===== config.mk =====
export PLATFORM = sky130hd
export DESIGN_NAME = joint_step_feedback
export DESIGN_NICKNAME = d
export VERILOG_FILES = /design/src/rtl/joint_step_feedback.sv
export SDC_FILE = /design/constraint.sdc
export NUM_CORES = 1
export LEC_CHECK = 0
export CAP_MARGIN = 20
export CORE_ASPECT_RATIO = 1.75
export CORE_MARGIN = 1
export CORE_UTILIZATION = 40
export CTS_CLUSTER_SIZE = 24
export DETAILED_ROUTE_END_ITERATION = 8
export PLACE_DENSITY_LB_ADDON = 0.2
export SYNTH_ARGS = -nofsm -noshare
export SYNTH_HDL_FRONTEND = slang
export SYNTH_SLANG_ARGS = --single-unit

===== constraint.sdc =====
create_clock -name clk -period 4.92 [get_ports clk]
set_input_delay 0.984 -clock clk [delete_from_list [all_inputs] [get_ports clk]]
set_output_delay 0.984 -clock clk [all_outputs]
set_load 0.01 [all_outputs]

===== src/rtl/joint_step_feedback.sv =====
`default_nettype none
// ============================================================================
// Module   : joint_step_feedback
// Brief    : Step/dir position counter with host latch and step-period monitor.
// Revision : 1.0
// ============================================================================
module joint_step_feedback #(
  parameter logic [31:0] TIMEOUT_CYCLES = 32'd4800000
) (
  input  logic               clk,
  input  logic               rst,
  input  logic               STP,
  input  logic               DIR,
  input  logic               clearReq,
  input  logic               latchReq,
  output logic signed [31:0] jointFeedback,
  output logic signed [31:0] jointFeedbackLatched,
  output logic               latchValid,
  output logic        [31:0] stepPeriod,
  output logic               standstill
);

  typedef enum logic [1:0] {
    IDLE  = 2'd0,
    FIRST = 2'd1,
    RUN   = 2'd2
  } state_t;

  state_t             state;
  state_t             state_next;
  logic               stp_prev;
  logic               step;
  logic signed [31:0] delta;
  logic signed [31:0] position;
  logic signed [31:0] position_next;
  logic        [31:0] period_cnt;
  logic        [31:0] period_cnt_next;
  logic        [31:0] step_period_next;
  logic               dir_last;
  logic               dir_last_next;
  logic               timeout_hit;

  assign step          = STP & ~stp_prev;
  assign delta         = step ? (DIR ? 32'sd1 : -32'sd1) : 32'sd0;
  // Clear only replaces the base, so a coincident step is still applied.
  assign position_next = (clearReq ? 32'sd0 : position) + delta;
  assign timeout_hit   = (period_cnt >= TIMEOUT_CYCLES);
  assign jointFeedback = position;

  always_ff @(posedge clk or posedge rst) begin
    if (rst) begin
      stp_prev             <= 1'b0;
      position             <= 32'sd0;
      jointFeedbackLatched <= 32'sd0;
      latchValid           <= 1'b0;
    end else begin
      stp_prev   <= STP;
      position   <= position_next;
      latchValid <= latchReq;
      if (latchReq) begin
        jointFeedbackLatched <= position_next;
      end
    end
  end

  always_ff @(posedge clk or posedge rst) begin
    if (rst) begin
      state      <= IDLE;
      period_cnt <= 32'd0;
      stepPeriod <= 32'd0;
      dir_last   <= 1'b0;
      standstill <= 1'b1;
    end else begin
      state      <= state_next;
      period_cnt <= period_cnt_next;
      stepPeriod <= step_period_next;
      dir_last   <= dir_last_next;
      standstill <= (state_next == IDLE);
    end
  end

  always_comb begin
    state_next       = state;
    period_cnt_next  = period_cnt;
    step_period_next = stepPeriod;
    dir_last_next    = dir_last;
    case (state)
      IDLE: begin
        if (step) begin
          state_next      = FIRST;
          period_cnt_next = 32'd1;
          dir_last_next   = DIR;
        end
      end
      FIRST, RUN: begin
        if (step) begin
          period_cnt_next = 32'd1;
          dir_last_next   = DIR;
          if (DIR == dir_last) begin
            state_next       = RUN;
            step_period_next = period_cnt;
          end else begin
            // A reversal invalidates the interval measured so far.
            state_next       = FIRST;
            step_period_next = 32'd0;
          end
        end else if (timeout_hit) begin
          state_next       = IDLE;
          step_period_next = 32'd0;
          period_cnt_next  = 32'd0;
        end else if (period_cnt != 32'hFFFF_FFFF) begin
          period_cnt_next = period_cnt + 32'd1;
        end
      end
      default: begin
        state_next = IDLE;
      end
    endcase
  end

endmodule
`default_nettype wire


Yosys cells after proc, flatten, opt, wreduce, memory -nomap -nowiden
Cells that the tools add are included.

Multiply operators: 0. Bitwise operators: 2. Magnitude comparators: 1. Div/mod/pow operators: 0. Mux-type cells: 16. Reductions and logical operators: 9. Eq/ne operators: 6. Shift operators: 0. Add/sub/neg operators: 2.

Operators by type and width (number): 32-bit two-way mux (10); 32-bit one-hot mux with 2 select lines (1); 32-bit by 1-bit adder with 32-bit output (second input constant) (1); 32-bit adder (1); 32-bit by 23-bit greater-or-equal comparator with 1-bit output (second input constant) (1); 32-bit inequality test (second input constant) (1); 2-bit two-way mux (4); 2-bit logical NOT (2); 4-bit inequality test (second input constant) (1); 2-bit one-hot mux with 2 select lines (1); 2-bit AND reduction (2); 2-bit nonzero test (2); 3-bit AND reduction (1); 3-bit OR reduction (1); 2-bit by 1-bit == test with 1-bit output (second input constant) (1); 2-bit == test (second input constant) (1); 2-bit inequality test (second input constant) (1); 2-bit OR reduction (1); 1-bit AND (1); 1-bit == test (1); 1-bit NOT (1).

Bits in latches: 0. Bits of input ports: 6. Register bits after elaboration: 134. ROM bits: 0. RAM bits: 0. Memories kept: 0. Logic and storage cells: 45.

Logic depth before layout (Yosys ltp)
Gate-level depths: netlist (run 1).

Word-level depth: 5. Mapped depth: 12.

Least setup slack after synthesis (run 1)
OpenSTA, ideal clock, no wires.

Path type: input -> register. From: in STP. To: reg jointFeedbackLatched[21]. Library setup time: 0.125 ns. Arrival: 4.453 ns. Path slack: 0.342 ns. Cell stages on the path: 11. Cell sequence: nand2b_1 -> clkbuf_1 -> nor2_1 -> ha_1 -> a21oi_1 -> o21ai_0 -> a2111oi_2 -> a211oi_1 -> nor3b_1 -> xnor2_1 -> mux2_2.

Longest elaborated chain between the ends: 3.

RTL lines: start: declaration (RTL line 12) `input logic STP,`; 1-bit AND (RTL line 43) `assign step = STP & ~stp_prev;`; 32-bit two-way mux (RTL line 44) `assign delta = step ? (DIR ? 32'sd1 : -32'sd1) : 32'sd0;`; 32-bit adder (RTL line 46) `assign position_next = (clearReq ? 32'sd0 : position) + delta;`; named net position_next[21] (RTL line 35) `logic signed [31:0] position_next;`; end signal: assignment (RTL line 61) `jointFeedbackLatched <= position_next;`; end: declaration (RTL line 17) `output logic signed [31:0] jointFeedbackLatched,`.

The timed path passes the listed nets, and every way through them passes these cells. A chain may end at the register's enable or synchronous reset.

Worst setup path in the final report (run 1)
From: in STP. To: reg jointFeedbackLatched[29].

The elaborated chain is that of the path after synthesis.

==> reports/metrics.cfg, run 1 <==
[clocking]
clk_latency_ns = 0.42
clkTransAtPathRegs_ns = 0.06
cts_buffer_depth = 2
cts_resized = 0
cts_setup_buffers = 0
ctsHoldBuffers = 0
cts_buffers = 17
cts.sinks = 134
htreeDepth = 4
cts_tree = yes
root_buffer = clkbuf_16

[setup_path]
crit_path_end_kind = register
critPathKind = in2reg
cp.required_ns = 5.22
crit_start = STP
crit_fanout = 18
regToRegStartpoint = stp_prev$_DFF_PP0_
cp-start-kind = input port
arrival_ns = 4.32

[placed_design]
dp.cells = 1006
place_worst_setup_slack_ns = 0.4718
post-dp-hpwl_mm = 13.98
placed_area_um2 = 8437
port_buffers = 103
gp_congestion = 0.9144

[sta]
tightest_slew_ns = 0.8006
layout_min_cycle_time_ns = 4.023
post-route-period-util_pct = 81.76
setup_viol = 0
finalMaxSlewViolations = 0
finalSetupTns_ns = 0
max_freq_mhz = 248.6
setup_slack_ns = 0.8973
rsz0062_at_grt = false
slew_headroom_pct = 46.63
skew_ns = 0.01290
hold_violations = 0

[floorplan]
rows = 64
dieArea_um2 = 18360
die_w_um = 102.9
core_area_um2 = 17460
start_util_pct = 40.79
die_height_um = 178.5
io_pins = 104

[worst_hold_path]
worstHoldStart = jointFeedbackLatched[27]$_DFFE_PP0P_
hold_path.class = reg2reg

[global_routing]
grtUsageTotal_pct = 22.37
grt_max_degree = 73
grt_pass1_wl_mm = 30.82
grt_pass1_vias = 6042
overflow = 0
grt_antenna_before_repair = 0

[layout]
multiInputGateArea_um2 = 3543
fin_cells = 1038
fillers = 1684
post-route-cell-area_um2 = 9041
drive_above_1_share_pct = 12.02
final_util_pct = 51.79
nNetsFinal = 836
seq_area_um2 = 3354
mostFrequentLayoutCells = dfrtp_1 (133), clkdlybuf4s50_1 (103), nor2_1 (62), nand2_1 (49), a21oi_1 (47)
diodes = 0
layout_commonest_cell = dfrtp_1
layout-area-overhead-vs-synth_pct = 26.97

[yosys]
syn_area_per_cell_um2 = 10.36
synth_cell_type_count = 65
synth_fp_nets = 729
synth_area_um2 = 7121
yosys_register_bits = 134
synth_ff_type = dfrtp_1
yosysSeqAreaShare_pct = 47.11
syn_inst = 687
synth_edf_count = 0
yosysWarnings = 0
ys_async_sr_fraction_pct = 100.0

[drt]
via_per_inst = 5.454
route.detailed.drc = 0
first_pass_iters = 5
wirelength_mm = 19.00
routedWlPerCell_um = 18.31
antenna_left = 0
drt_iter0_markers = 201
vias = 5661

[pwr]
ir_worst_vdd_v = 0.0002572
leakage_uw = 0.004064
cellPowerDensity_nw_per_um2 = 371.4

[outcome]
status = finished clean

[flow_run]
cap_violations = 0

logic make-up after synthesis:
family	share of synthesized area (%)
AO/OA/AOI/OAI	16.71
XOR/XNOR	6.027
adder cells (fa/ha/maj)	6.431
buffers and inverters	3.198
flip-flops	47.11
multiplexers	4.252
AND/OR/NAND/NOR	16.27
critical path: stages:
cell	delay [ns]
clkdlybuf4s50_1	0.49
nand2b_1	0.20
nor2_2	0.13
buf_4	0.24
buf_4	0.31
ha_1	0.34
a21oi_1	0.39
o211a_1	0.23
o21a_1	0.11
o221ai_1	0.12
nor3_1	0.35
xnor2_1	0.13
mux2_2	0.27
layer usage:
metal  up-vias  global-route usage (%)  share of wire, %
met5         -                       0                 0
li1       2669                       -                 -
met3        47                   4.350               4.1
met2       167                   42.08                55
met4         0                   11.21               4.1
met1      2778                   22.78                37
through the flow:
stage	hold WS, ns	total power (µW)
final	0.4804	3358
after global routing	0.5182	3527
after CTS	0.4870	3407
after detailed placement	0.4709	2095
after global placement	0.4779	2065
after floorplan	0.4848	1760
cell usage after synthesis, types with 4 or more instances:
library cell / number / area [µm²]
dfrtp_1: 133 / 3328
nor2_1: 64 / 240.2
nand2_1: 49 / 183.9
a21oi_1: 47 / 235.2
nor2b_1: 42 / 262.8
ha_1: 35 / 437.9
a22o_1: 32 / 280.3
mux2_2: 26 / 292.8
xor2_1: 26 / 227.7
inv_1: 23 / 86.33
xnor2_1: 23 / 201.4
clkbuf_1: 22 / 82.58
o21ai_0: 18 / 90.09
nand3_1: 14 / 70.07
a31oi_1: 13 / 81.33
nor2_4: 10 / 112.6
nor3_1: 9 / 45.04
and3_1: 8 / 50.05
nand4_1: 7 / 43.79
o21a_1: 6 / 45.04
a211oi_1: 4 / 30.03
a21o_1: 4 / 30.03
and4_1: 4 / 35.03
o211a_1: 4 / 40.04
state kept, by name, summed over array words and instances (netlist names):
name                  cells
jointFeedbackLatched     32
jointFeedback            32
period_cnt               32
stepPeriod               32
state                     2
dir_last                  1
latchValid                1
standstill                1
stp_prev                  1
path summary, 6_finish.rpt:
path | to | slack [ns] | depth (start not counted)
worst min-delay path | jointFeedbackLatched[27]$_DFFE_PP0P_ | 0.48 | 2
worst min register to register | jointFeedbackLatched[27]$_DFFE_PP0P_ | 0.48 | 2
worst max-delay path | jointFeedbackLatched[29]$_DFFE_PP0P_ | 0.90 | 13
min in group asynchronous | period_cnt[15]$_DFFE_PP0P_ | 1.09 | 2
max in group asynchronous | standstill$_DFF_PP1_ | 2.93 | 3
worst max register to register | jointFeedbackLatched[29]$_DFFE_PP0P_ | 1.51 | 12
layout make-up:
cell class	instances	share of cell area [%]
multi-input combinational	502	39.19
sequential	134	37.10
timing repair buffer	116	12.84
clock buffer	18	4.857
tap	231	3.197
clock inverter	14	1.827
inverter	23	0.9826
power by group:
part	switching, µW	leakage, µW	internal (µW)	total [µW]
logic	412	0.00198	359	771
registers	78.2	0.00179	1220	1300
clock network	514	0.000290	773	1290
(Power assumes the default switching activity.)
==> inputs of run 2 (changes only) <==
==> constraint.sdc (replaced) <==
create_clock -name clk -period 3.9 [get_ports clk]
set_input_delay 0.78 -clock clk [delete_from_list [all_inputs] [get_ports clk]]
set_output_delay 0.78 -clock clk [all_outputs]
set_load 0.01 [all_outputs]
==> run 2 against run 1 <==
Sequential power rose by 26%. Critical path depth fell by 1. Via count rose by 2.8%. Final area rose by 3.2%. Highest routed layer unchanged. First-iteration DRC count rose by 0.50%. Die area did not move. Largest cell class unchanged. Flip-flop and latch count did not move. Non-clock buffer count rose by 39. Utilization rose by 1.7 points. Register-to-register slack got worse by 0.65 ns. Wire length rose by 2.8%.
==> reports/metrics.cfg, run 2 (synthesis gave the netlist of run 1 again) <==
[setup_path]
cp.required_ns = 4.21
arrival_ns = 3.81
crit_fanout = 21
critPathKind = in2reg
reg2reg_slack_ns = 0.86
cp-start-kind = input port
regToRegStartpoint = stp_prev$_DFF_PP0_
timing.rr.end = jointFeedbackLatched[30]$_DFFE_PP0P_
crit_path_end_kind = register
reg2regPathDepth = 12

[worst_hold_path]
hold_path_depth = 1
worstHoldStart = stepPeriod[16]$_DFFE_PP0P_
holdPathEnd = stepPeriod[16]$_DFFE_PP0P_
hold_path.class = reg2reg

[sta]
layout_min_cycle_time_ns = 3.505
hold_violations = 0
max_freq_mhz = 285.3
skew_ns = 0.008744
tightest_slew_ns = 0.7439
slew_headroom_pct = 50.40
setup_slack_ns = 0.3945
setup_viol = 0
rsz0062_at_grt = false
post-route-period-util_pct = 89.88
finalMaxSlewViolations = 0

[global_routing]
grt_max_degree = 135
overflow = 0
grtUsageTotal_pct = 22.82
grt_pass1_wl_mm = 31.40
grt_antenna_before_repair = 0
grt_pass1_vias = 6127

[clocking]
root_buffer = clkbuf_16
cts_tree = yes
clk_latency_ns = 0.43
ctsHoldBuffers = 0
htreeDepth = 4
cts_buffer_depth = 2
cts_buffers = 17
cts_setup_buffers = 0
cts_resized = 0
cts.sinks = 134
clkTransAtPathRegs_ns = 0.06

[layout]
drive_above_1_share_pct = 16.08
multiInputGateArea_um2 = 3543
mostFrequentLayoutCells = dfrtp_1 (133), clkdlybuf4s50_1 (103), nor2_1 (62), nand2_1 (49), buf_4 (48)
layout_commonest_cell = dfrtp_1
seq_area_um2 = 3354
diodes = 0
nNetsFinal = 875
final_util_pct = 53.45
layout-area-overhead-vs-synth_pct = 31.03
post-route-cell-area_um2 = 9330
fillers = 1621

[drt]
wirelength_mm = 19.54
via_per_inst = 5.404
highest_layer = met4
vias = 5820
route.detailed.drc = 0
routed-wl-met3_um = 737
first_pass_iters = 6
antenna_left = 0
routedWlPerCell_um = 18.14
drt_iter0_markers = 202
wl_met2_mm = 10.54
met1_length_mm = 7.341

[floorplan]
core_area_um2 = 17460
io_pins = 104
die_height_um = 178.5
die_w_um = 102.9
dieArea_um2 = 18360
rows = 64
start_util_pct = 40.79

[outcome]
status = finished clean

[pwr]
cellPowerDensity_nw_per_um2 = 453.5
clockPowerShare_pct = 37.5
p_total_uw = 4231
combPwrFrac_pct = 23.6
ir_worst_vdd_v = 0.0003526
switching_share_pct = 30.75
p_int_uw = 2930
p_sw_uw = 1301
leakage_uw = 0.004230
pwr-share-seq_pct = 38.8

[placed_design]
placed_area_um2 = 8748
place_worst_setup_slack_ns = -0.04382
gp_congestion = 0.9208
port_buffers = 103
post-dp-hpwl_mm = 14.54

[flow_run]
cap_violations = 0

run 2: changes by cell type in the layout (fill, tap and decap cells not counted), moves of 3 or more:
cell,previous run,this run
clkinv_4,5,2
clkinvlp_4,2,6
buf_4,11,48
buf_12,1,4
run 2: worst max-delay path by stage:
stage | from | to | slack [ns] | cells after the start
after floorplan | STP | jointFeedbackLatched[21]$_DFFE_PP0P_ | 0.06 | 11
after global placement | clearReq | jointFeedbackLatched[30]$_DFFE_PP0P_ | -0.05 | 12
after detailed placement | clearReq | jointFeedbackLatched[30]$_DFFE_PP0P_ | -0.04 | 12
after CTS | clearReq | jointFeedbackLatched[30]$_DFFE_PP0P_ | 0.40 | 12
after global routing | STP | jointFeedbackLatched[29]$_DFFE_PP0P_ | 0.12 | 12
final | clearReq | jointFeedbackLatched[30]$_DFFE_PP0P_ | 0.39 | 12
run 2: power groups by stage:
stage | Combinational (µW) | Sequential (µW) | Clock (µW)
after CTS | 1010 | 1650 | 1640
after detailed placement | 1010 | 1670 | 0
after global placement | 986 | 1660 | 0
final | 1000 | 1640 | 1590
after global routing | 1090 | 1660 | 1690
after floorplan | 518 | 1700 | 0
run 2: area by class of cell:
class / count / share of cell area, %
clock inverters: 14 / 1.529
multi-input cells: 502 / 37.98
clock buffers: 18 / 4.707
flip-flops and latches: 134 / 35.95
repair buffers: 155 / 15.77
inverters: 23 / 0.9655
well taps: 231 / 3.098
run 2: worst max-delay path, stage by stage:
cell and delay (ns):
clkdlybuf4s50_1 0.64, buf_12 0.21, nor2b_1 0.07, ha_1 0.37, a21oi_1 0.09, o21ai_0 0.29
a221oi_1 0.22, a2111oi_2 0.39, buf_4 0.19, a31oi_1 0.11, xnor2_1 0.17, mux2_2 0.27
run 2: through the flow:
step           std cells  hold slack (ns)  setup TNS (ns)
4_1_cts             1077           0.5043               0
3_5_place_dp        1045           0.4802        -0.04382
3_3_place_gp        1045           0.4819        -0.05488
2_1_floorplan        687           0.4848               0
6_report            1077           0.4976               0
5_1_grt             1077           0.5148               0
run 2: routing by layer:
layer / up-vias / global-route usage [%]
met5: - / 0
met2: 141 / 41.31
li1: 2734 / -
met4: 0 / 12.56
met3: 52 / 4.428
met1: 2893 / 24.23
